==> src/rtl/param_datapath_if.sv <==
// ============================================================================
// Module   : param_datapath_if
// Brief    : Op-issue, register-write and result bus of param_datapath.
//            master = controller / external I/O side, slave = datapath side.
// Revision : 1.0 - initial release
// ============================================================================
`default_nettype none

interface param_datapath_if #(
  parameter int DATA_W = 8,
  parameter int NREGS  = 16,
  parameter int IN_W   = 64
);
  localparam int AW  = $clog2(NREGS);
  localparam int NSL = IN_W / DATA_W;
  localparam int SW  = (NSL > 1) ? $clog2(NSL) : 1;

  // register write path
  logic [IN_W-1:0]   InPort;
  logic [SW-1:0]     Sel;
  logic              Wen;
  logic [AW-1:0]     WA;

  // op issue handshake
  logic              OpValid;
  logic              OpReady;
  logic [2:0]        Op;
  logic [AW-1:0]     RAA;
  logic [AW-1:0]     RAB;

  // results and status
  logic [DATA_W-1:0] OutPort;
  logic              OutValid;
  logic              Flag;
  logic              Busy;
  logic              Err;

  modport master (
    output InPort, Sel, Wen, WA, OpValid, Op, RAA, RAB,
    input  OpReady, OutPort, OutValid, Flag, Busy, Err
  );

  modport slave (
    input  InPort, Sel, Wen, WA, OpValid, Op, RAA, RAB,
    output OpReady, OutPort, OutValid, Flag, Busy, Err
  );
endinterface

`default_nettype wire

==> src/rtl/param_datapath.sv <==
// ============================================================================
// Module   : param_datapath
// Brief    : Parametrised datapath: register file loaded from InPort slices,
//            ALU issued via valid/ready, output register Y (OutPort), sticky
//            EQ Flag. Single-cycle ops complete at the accept edge.
// Config   : DP_MUL_EN - when defined, opcode 111 is a DATA_W-cycle shift-add
//            multiplier that stalls issue; when undefined, opcode 111 is
//            illegal and pulses Err.
// Revision : 1.0 - initial release
// ============================================================================
`default_nettype none

module param_datapath #(
  parameter int DATA_W = 8,
  parameter int NREGS  = 16,
  parameter int IN_W   = 64
) (
  input wire              clk,
  input wire              rst_n,
  param_datapath_if.slave bus
);

  localparam int c_NSL  = IN_W / DATA_W;
  localparam int c_SW   = (c_NSL > 1) ? $clog2(c_NSL) : 1;
  localparam int c_NSEL = 2 ** c_SW;

  localparam logic [2:0] c_OP_ADD = 3'b000;
  localparam logic [2:0] c_OP_SHR = 3'b001;
  localparam logic [2:0] c_OP_EQ  = 3'b010;
  localparam logic [2:0] c_OP_AND = 3'b011;
  localparam logic [2:0] c_OP_MOV = 3'b100;
  localparam logic [2:0] c_OP_SUB = 3'b101;
  localparam logic [2:0] c_OP_NOP = 3'b110;
  localparam logic [2:0] c_OP_MUL = 3'b111;

  logic [DATA_W-1:0] r_regs [NREGS];
  logic [DATA_W-1:0] w_slices [c_NSEL];
  logic [DATA_W-1:0] w_wdata;
  logic [DATA_W-1:0] w_a;
  logic [DATA_W-1:0] w_b;
  logic              w_accept;
  logic              w_busy;

  logic [DATA_W-1:0] r_y;
  logic              r_out_valid;
  logic              r_flag;
  logic              r_err;

  // --------------------------------------------------------------------------
  // InPort slicing. Select codes beyond the last real slice map to zero so an
  // out-of-range Sel writes 0 without needing a magnitude comparator.
  // --------------------------------------------------------------------------
  for (genvar gi = 0; gi < c_NSEL; gi++) begin : g_slice
    if (gi < c_NSL) begin : g_live
      assign w_slices[gi] = bus.InPort[gi*DATA_W +: DATA_W];
    end else begin : g_zero
      assign w_slices[gi] = '0;
    end
  end

  assign w_wdata = w_slices[bus.Sel];

  // Register file write port; independent of the op handshake and of Busy.
  always_ff @(posedge clk or negedge rst_n) begin
    if (!rst_n) begin
      for (int i = 0; i < NREGS; i++) begin
        r_regs[i] <= '0;
      end
    end else if (bus.Wen) begin
      r_regs[bus.WA] <= w_wdata;
    end
  end

  // Operands read the pre-edge contents, so a same-cycle write is not seen.
  assign w_a      = r_regs[bus.RAA];
  assign w_b      = r_regs[bus.RAB];
  assign w_accept = bus.OpValid & ~w_busy;

`ifdef DP_MUL_EN
  // --------------------------------------------------------------------------
  // Shift-add multiplier: one multiplier bit per cycle, low DATA_W bits kept.
  // --------------------------------------------------------------------------
  localparam int c_CW = $clog2(DATA_W);

  typedef enum logic [0:0] {
    S_IDLE = 1'b0,
    S_MUL  = 1'b1
  } state_t;

  state_t            r_state;
  state_t            w_state_nxt;
  logic [DATA_W-1:0] r_mul_a;
  logic [DATA_W-1:0] r_mul_b;
  logic [DATA_W-1:0] r_mul_acc;
  logic [c_CW-1:0]   r_mul_cnt;
  logic              w_mul_start;
  logic              w_mul_done;
  logic [DATA_W-1:0] w_mul_sum;

  assign w_mul_start = w_accept && (bus.Op == c_OP_MUL);
  assign w_mul_done  = (r_state == S_MUL) && (r_mul_cnt == c_CW'(DATA_W - 1));
  // Partial sum including the current multiplier bit; on the last bit this is
  // the final product.
  assign w_mul_sum   = r_mul_acc + (r_mul_b[0] ? r_mul_a : '0);
  assign w_busy      = (r_state == S_MUL);

  // FSM state register
  always_ff @(posedge clk or negedge rst_n) begin
    if (!rst_n) begin
      r_state <= S_IDLE;
    end else begin
      r_state <= w_state_nxt;
    end
  end

  // FSM next-state: start on MUL accept, return when the last bit is done
  always_comb begin
    w_state_nxt = r_state;
    case (r_state)
      S_IDLE:  if (w_mul_start) w_state_nxt = S_MUL;
      S_MUL:   if (w_mul_done)  w_state_nxt = S_IDLE;
      default: w_state_nxt = S_IDLE;
    endcase
  end

  // Multiplier operand latch and shift-add iteration
  always_ff @(posedge clk or negedge rst_n) begin
    if (!rst_n) begin
      r_mul_a   <= '0;
      r_mul_b   <= '0;
      r_mul_acc <= '0;
      r_mul_cnt <= '0;
    end else if (w_mul_start) begin
      r_mul_a   <= w_a;
      r_mul_b   <= w_b;
      r_mul_acc <= '0;
      r_mul_cnt <= '0;
    end else if (r_state == S_MUL) begin
      r_mul_acc <= w_mul_sum;
      r_mul_a   <= r_mul_a << 1;
      r_mul_b   <= r_mul_b >> 1;
      r_mul_cnt <= r_mul_cnt + c_CW'(1);
    end
  end
`else
  // No multiplier: issue never stalls.
  assign w_busy = 1'b0;
`endif

  // ALU result, flag and one-cycle status pulses
  always_ff @(posedge clk or negedge rst_n) begin
    if (!rst_n) begin
      r_y         <= '0;
      r_out_valid <= 1'b0;
      r_flag      <= 1'b0;
      r_err       <= 1'b0;
    end else begin
      r_out_valid <= 1'b0;
      r_err       <= 1'b0;
      if (w_accept) begin
        case (bus.Op)
          c_OP_ADD: begin
            r_y         <= w_a + w_b;
            r_out_valid <= 1'b1;
          end
          c_OP_SHR: begin
            r_y         <= w_a >> 1;
            r_out_valid <= 1'b1;
          end
          c_OP_EQ: begin
            r_flag <= (w_a == w_b);
          end
          c_OP_AND: begin
            r_y         <= w_a & w_b;
            r_out_valid <= 1'b1;
          end
          c_OP_MOV: begin
            r_y         <= w_a;
            r_out_valid <= 1'b1;
          end
          c_OP_SUB: begin
            r_y         <= w_a - w_b;
            r_out_valid <= 1'b1;
          end
          c_OP_NOP: begin
          end
          c_OP_MUL: begin
`ifndef DP_MUL_EN
            r_err <= 1'b1;
`endif
          end
          default: begin
          end
        endcase
      end
`ifdef DP_MUL_EN
      // The multiplier can only finish while issue is stalled, so it never
      // collides with a single-cycle result.
      if (w_mul_done) begin
        r_y         <= w_mul_sum;
        r_out_valid <= 1'b1;
      end
`endif
    end
  end

  assign bus.OutPort  = r_y;
  assign bus.OutValid = r_out_valid;
  assign bus.Flag     = r_flag;
  assign bus.Err      = r_err;
  assign bus.Busy     = w_busy;
  assign bus.OpReady  = ~w_busy;

endmodule

`default_nettype wire

==> src/flat_wrapper.sv <==
// flat-port wrapper written by rule: the top's interface ports become plain ports
module param_datapath_flat 
#(
  parameter int DATA_W = 8,
  parameter int NREGS  = 16,
  parameter int IN_W   = 64
)
  (clk, rst_n, bus_InPort, bus_Sel, bus_Wen, bus_WA, bus_OpValid, bus_Op, bus_RAA, bus_RAB, bus_OpReady, bus_OutPort, bus_OutValid, bus_Flag, bus_Busy, bus_Err);
  param_datapath_if #(.DATA_W(DATA_W), .NREGS(NREGS), .IN_W(IN_W)) bus_i ();
  input wire clk;
  input wire rst_n;
  input wire logic [$bits(bus_i.InPort)-1:0] bus_InPort;
  input wire logic [$bits(bus_i.Sel)-1:0] bus_Sel;
  input wire logic [$bits(bus_i.Wen)-1:0] bus_Wen;
  input wire logic [$bits(bus_i.WA)-1:0] bus_WA;
  input wire logic [$bits(bus_i.OpValid)-1:0] bus_OpValid;
  input wire logic [$bits(bus_i.Op)-1:0] bus_Op;
  input wire logic [$bits(bus_i.RAA)-1:0] bus_RAA;
  input wire logic [$bits(bus_i.RAB)-1:0] bus_RAB;
  output wire logic [$bits(bus_i.OpReady)-1:0] bus_OpReady;
  output wire logic [$bits(bus_i.OutPort)-1:0] bus_OutPort;
  output wire logic [$bits(bus_i.OutValid)-1:0] bus_OutValid;
  output wire logic [$bits(bus_i.Flag)-1:0] bus_Flag;
  output wire logic [$bits(bus_i.Busy)-1:0] bus_Busy;
  output wire logic [$bits(bus_i.Err)-1:0] bus_Err;
  assign bus_i.InPort = bus_InPort;
  assign bus_i.Sel = bus_Sel;
  assign bus_i.Wen = bus_Wen;
  assign bus_i.WA = bus_WA;
  assign bus_i.OpValid = bus_OpValid;
  assign bus_i.Op = bus_Op;
  assign bus_i.RAA = bus_RAA;
  assign bus_i.RAB = bus_RAB;
  assign bus_OpReady = bus_i.OpReady;
  assign bus_OutPort = bus_i.OutPort;
  assign bus_OutValid = bus_i.OutValid;
  assign bus_Flag = bus_i.Flag;
  assign bus_Busy = bus_i.Busy;
  assign bus_Err = bus_i.Err;
  param_datapath #(.DATA_W(DATA_W), .NREGS(NREGS), .IN_W(IN_W)) u_core (.clk(clk), .rst_n(rst_n), .bus(bus_i));
endmodule
==> config.mk <==
export PLATFORM = sky130hd
export DESIGN_NAME = param_datapath_flat
export DESIGN_NICKNAME = d
export VERILOG_FILES = /design/src/rtl/param_datapath_if.sv /design/src/rtl/param_datapath.sv /design/src/flat_wrapper.sv
export SDC_FILE = /design/constraint.sdc
export NUM_CORES = 1
export LEC_CHECK = 0
export ABC_CLOCK_PERIOD_IN_PS = 4400
export CORE_MARGIN = 4
export CORE_UTILIZATION = 40
export CTS_BUF_LIST = sky130_fd_sc_hd__clkbuf_4
export DETAILED_ROUTE_END_ITERATION = 6
export GPL_ROUTABILITY_DRIVEN = 0
export PLACE_DENSITY_LB_ADDON = 0.25
export SLEW_MARGIN = 5
export SYNTH_ARGS = -nofsm -noshare
export SYNTH_HDL_FRONTEND = slang
export SYNTH_SLANG_ARGS = --single-unit
==> constraint.sdc <==
create_clock -name clk -period 4.4 [get_ports clk]
set_input_delay 0.66 -clock clk [delete_from_list [all_inputs] [get_ports clk]]
set_output_delay 0.66 -clock clk [all_outputs]
set_load 0.02 [all_outputs]
Yosys cells after proc, flatten, opt, wreduce, memory -nomap -nowiden
Index checks and enable logic that the tools add are counted.
{"block": "word_totals", "register_bits": 139, "in_bits": 86, "output_inout_bits": 13, "elab_cells": 62}
{"block": "op_classes", "n_addsub": 2, "n_lt_le_gt_ge": 5, "eq_ne": 7, "mux": 17, "bitwise": 5, "n_reduce_logical": 6}
{"cell": "$bwmux W128", "count": 1}
{"cell": "$bmux W8 S4", "count": 2}
{"cell": "$mux W8", "count": 7}
{"cell": "$pmux W8 S5", "count": 1}
{"cell": "$demux W8 S4", "count": 1}
{"cell": "$bmux W8 S3", "count": 1}
{"cell": "$ge A5 B5 Y1 const B", "count": 3}
{"cell": "$not A4 Y5", "count": 3}
{"cell": "$eq A3 B3 Y1 const B", "count": 3}
{"cell": "$add A8 B8 Y8", "count": 1}
{"cell": "$and A8 B8 Y8", "count": 1}
{"cell": "$eq A8 B8 Y1", "count": 1}
{"cell": "$sub A8 B8 Y8", "count": 1}
{"cell": "$eq A3 B2 Y1 const B", "count": 2}
{"cell": "$lt A5 B1 Y1 const B", "count": 1}
{"cell": "$reduce_bool A5 Y1", "count": 1}
{"cell": "$reduce_or A5 Y1", "count": 1}
{"cell": "$ge A4 B4 Y1 const B", "count": 1}
{"cell": "$mux W1", "count": 4}
{"cell": "$not A3 Y4", "count": 1}
{"cell": "$reduce_and A2 Y1", "count": 2}
{"cell": "$eq A3 B1 Y1 const B", "count": 1}
{"cell": "$logic_not A3 Y1", "count": 1}
{"cell": "$logic_and A1 B1 Y1", "count": 1}

Logic depth before layout (Yosys ltp)
{"block": "depth", "ltp_word": 6, "depth_mapped": 14}

Least setup slack after synthesis
No wires, ideal clock.
{"block": "synth_timing", "path_type": "input-to-reg", "startpoint": "input port bus_RAB[0]", "endpoint": "register u_core.r_y[6], in the netlist u_core.bus.OutPort[6]", "arrival_time_ns": 3.539, "setup_slack_ns": 0.730, "cell_stages": 12, "path_cell_list": "clkbuf_1 buf_2 mux4_2 mux4_2 ha_1 fa_1 nand2b_1 a21oi_1 o21ai_0 a211oi_1 a31oi_1 a31oi_1"}
{"block": "synth_between", "elab_chain_cells": 6, "word_cells_on_any_way": 8, "classes_between": "2 x add/sub; 4 x mux; 2 x bitwise"}
{"element": "start: declaration", "line_no": "flat_wrapper.sv:19", "source": "input wire logic [$bits(bus_i.RAB)-1:0] bus_RAB;"}
{"element": "$not A4 Y5 (not written as such) (*)", "line_no": "param_datapath.sv:76", "source": "assign w_b = r_regs[bus.RAB];"}
{"element": "$bmux W8 S4 (*)", "line_no": "param_datapath.sv:76"}
{"element": "$mux W8 (not written as such) (*) (2 in a row)", "line_no": "param_datapath.sv:76"}
{"element": "$sub A8 B8 Y8, or another cell as far along", "line_no": "param_datapath.sv:182", "source": "r_y <= w_a - w_b;"}
{"element": "$pmux W8 S5 (*)", "line_no": "param_datapath.sv:161", "source": "case (bus.Op)"}
{"element": "end signal: assignment", "line_no": "param_datapath.sv:163", "source": "r_y <= w_a + w_b;"}
{"element": "end signal: assignment", "line_no": "param_datapath.sv:167", "source": "r_y <= w_a >> 1;"}
{"element": "end signal: assignment", "line_no": "param_datapath.sv:182"}
{"element": "end: declaration", "line_no": "param_datapath.sv:44", "source": "logic [DATA_W-1:0] r_y;"}
Mark *: on every way between the ends. The rest lies on a longest branch, timed or not. The select of a mux whose other input is x is not followed.
A chain may end at the register's enable or synchronous reset.

Worst setup path after layout
{"block": "layout_timing", "startpoint": "input port bus_RAA[0]", "endpoint": "register u_core.r_y[5], in the netlist u_core.bus.OutPort[5]"}
{"block": "layout_between", "elab_chain_cells": 6, "word_cells_on_any_way": 8, "classes_between": "2 x add/sub; 4 x mux; 2 x bitwise"}
{"element": "start: declaration", "line_no": "flat_wrapper.sv:18", "source": "input wire logic [$bits(bus_i.RAA)-1:0] bus_RAA;"}
{"element": "$not A4 Y5 (not written as such) (*)", "line_no": "param_datapath.sv:75", "source": "assign w_a = r_regs[bus.RAA];"}
{"element": "$bmux W8 S4 (*)", "line_no": "param_datapath.sv:75"}
{"element": "$mux W8 (not written as such) (*) (2 in a row)", "line_no": "param_datapath.sv:75"}
{"element": "$sub A8 B8 Y8, or another cell as far along", "line_no": "param_datapath.sv:182"}
{"element": "$pmux W8 S5 (*)", "line_no": "param_datapath.sv:161"}
Marked as above.

==> flow_summary.json <==
{
  "status": "completed",
  "cts_setup_buffers": 0,
  "tightest_slew_ps": 950,
  "area_delta_synth_final_pct": 17.5,
  "required_ps": 4850,
  "synth_top_area_share_pct": 41.2,
  "ys_ff_latch": 139,
  "fin_skew_ps": 23.7,
  "leakagePower_nw": 4.04,
  "cts_tree": "yes",
  "fmax_mhz": 283,
  "min_path_type": "input pin to async pin",
  "setup_viol": 0,
  "via_per_inst": 5.77,
  "first_pass_iters": 5,
  "rsz0062_at_grt": "no",
  "crit_fanout": 12,
  "die_x_um": 153,
  "clk_pin_slew_ps": 140,
  "stdcell_count": 1132,
  "dp.cells": 1099,
  "cellPowerDensity_nw_per_um2": 432,
  "wirelength_mm": 24.0,
  "tns_ps": 0,
  "clkSinkCount": 139,
  "clk_path_buf_depth": 2,
  "fin_crit_sh_pct": 80.3,
  "dr_total_vias": 6533,
  "drive_gt1_share_pct": 19.3,
  "avgRoutedWirePerCell_um": 21.2,
  "yosys_most_used_dff": "dfrtp_1",
  "num_rows": 52,
  "end_kind": "flop",
  "synth_edf_count": 0,
  "ys_top_cells_by_area": "dfrtp_1, mux4_2, a21oi_1, nor2_1, o21ai_0",
  "ys_types": 54,
  "maxCapViolCount": 0,
  "coreArea_um2": 20500,
  "nets": 952,
  "fin_crit_ps": 3530,
  "r2r_start": "u_core.r_regs[25]",
  "syn_inst": 762,
  "fillers": 1948,
  "drc": 0,
  "async_flop_share_pct": 100,
  "synth.largest_area_cell": "dfrtp_1",
  "clock_latency_ps": 570,
  "yosys_warnings": 0,
  "overflow": 0,
  "irDropWorstVdd_mv": 0.146,
  "die_height_um": 153,
  "antenna_found_initial": 1,
  "cts_buffers": 17,
  "start_kind": "input pin",
  "dp_slack_ps": 258,
  "io_pins": 99,
  "synthesis.area_um2": 8450,
  "ys_seq_area_share_pct": 41.2,
  "slew_violations": 0,
  "grt_start_max_net_pins": 75,
  "cts_hold_buf": 0,
  "h-tree-depth": 4,
  "timing_worst_setup_path_type": "input pin to flop",
  "antenna_left": 0,
  "rrSetupSlack_ps": 1300,
  "utilization_pct": 48.4,
  "grt_usage_pct": 20.9,
  "grt_pass1_vias": 6483,
  "postLayoutSetupSlackWorst_ps": 867,
  "syn_nets": 866,
  "arrival_ps": 3980,
  "root_buffer": "clkbuf_4",
  "die_area_um2": 23500,
  "initial_core_util_pct": 41.2,
  "hold_ws_ps": 64.7,
  "portBuffers": 96,
  "grt_pass1_wl_mm": 38.4,
  "drt_iter0_drc": 490,
  "cts_resized": 0,
  "hold_violations": 0,
  "max_slew_margin_pct": 36.6,
  "dp_hpwl_mm": 17.1,
  "rr_worst_depth": 11,
  "syn_avg_cell_area_um2": 11.1,
  "rr_endpoint": "u_core.bus.OutPort[5]"
}
-- Yosys cell counts, types with 2 or more instances --
master    instances
buf_6             5
xor2_1            2
fa_1              2
nor3_1            4
mux2i_1          19
nand3_1           4
o21ai_0          65
nor2b_1           9
a21oi_1          97
a31oi_1           6
buf_1             6
and2_1            2
nor3b_1           2
dfrtp_1         139
a22o_1            2
a221oi_2          2
nand2_1          61
o21ai_1           4
a21boi_0          2
inv_1            16
buf_4             7
o221ai_1          2
nor2_1          104
or3_1             3
clkbuf_8          2
mux4_2           86
mux4_1            5
conb_1            2
a21o_1            2
ha_1             16
and2b_1           2
o21a_1            3
nand2b_1         12
clkbuf_1         29
a211oi_1          3
buf_2            13
a221oi_1          2
nand3b_1          4
-- cells in the final DEF, fill, tap and decap left out, types with 3 or more instances in the layout --
cell type        instances
dfrtp_1                139
nor2_1                  99
a21oi_1                 97
clkdlybuf4s50_1         93
mux4_2                  86
o21ai_0                 65
nand2_1                 61
buf_4                   32
mux2i_1                 19
clkbuf_4                17
inv_1                   16
ha_1                    16
nand2b_1                12
nor2b_1                  9
a31oi_1                  6
nor2_2                   5
mux4_1                   5
nand3b_1                 4
nor3_1                   4
o21ai_1                  4
nand3_1                  4
inv_6                    4
clkinvlp_4               4
o21a_1                   3
a211oi_1                 3
or3_1                    3
clkinv_2                 3
clkinv_4                 3
-- state kept, by name, summed over array words and instances (netlist names) --
| name | cells |
|---|---|
| u_core.r_regs | 128 |
| u_core.bus.OutPort | 8 |
| u_core.bus.Err | 1 |
| u_core.bus.Flag | 1 |
| u_core.bus.OutValid | 1 |
-- stage by stage --
step	area [um2]	total power, mW
floorplan	8450	2.99
global placement	9680	3.50
detailed placement	9680	3.54
CTS	9930	4.31
global route	9930	4.58
finish	9930	4.29
-- power breakdown --
group / internal, mW / switching (mW)
clock: 0.232 / 0.528
sequential: 1.60 / 0.263
combinational: 0.867 / 0.800
-- worst max-delay path by stage --
stage,from,to,depth (start not counted)
after floorplan,bus_RAB[0],u_core.bus.OutPort[6],12
after global placement,bus_RAA[0],u_core.bus.OutPort[6],13
after detailed placement,bus_RAA[0],u_core.bus.OutPort[5],13
after CTS,bus_RAA[0],u_core.bus.OutPort[6],13
after global routing,bus_RAA[0],u_core.bus.OutPort[5],13
final,bus_RAA[0],u_core.bus.OutPort[5],13
-- per-layer routing --
layer  track usage [%]  share of wire [%]  vias up
met3              3.68                5.5       42
met2              34.3                 49      240
met4              7.06                2.5        0
met5                 0                  0        -
met1              28.5                 43     3271
li1                  -                  -     2980
-- critical path, cell delays in order --
cell,delay (ps)
clkdlybuf4s50_1,720
buf_4,310
and2b_2,250
a22o_1,180
a221oi_2,210
inv_1,140
ha_1,360
nor2b_1,120
o21bai_1,90
a221oi_1,490
nor3_1,90
o32ai_1,280
a31oi_1,60
-- kinds of logic (layout without fill, tap and decap cells) --
| kind of cell | count (synthesis) | count (layout) | share of synthesized area [%] |
|---|---|---|---|
| xor+xnor | 3 | 3 | 0.311 |
| buf+inv | 79 | 178 | 4.89 |
| compound gates | 199 | 199 | 13.1 |
| other cells | 2 | 3 | 0.0889 |
| simple gates | 211 | 211 | 10.8 |
| mux | 111 | 111 | 26.9 |
| fa+ha+maj | 18 | 18 | 2.84 |
| flops | 139 | 139 | 41.2 |
-- final cells by class --
class / instances / area, um2 / area share, %
sequential: 139 / 3480 / 35.0
timing repair buffer: 130 / 1230 / 12.4
clock inverter: 15 / 118 / 1.18
antenna: 1 / 2.50 / 0.0252
tap: 270 / 338 / 3.40
multi-input combinational: 544 / 4570 / 46.0
clock buffer: 17 / 128 / 1.29
inverter: 16 / 60.1 / 0.605
Power figures use the tool's default switching activity.
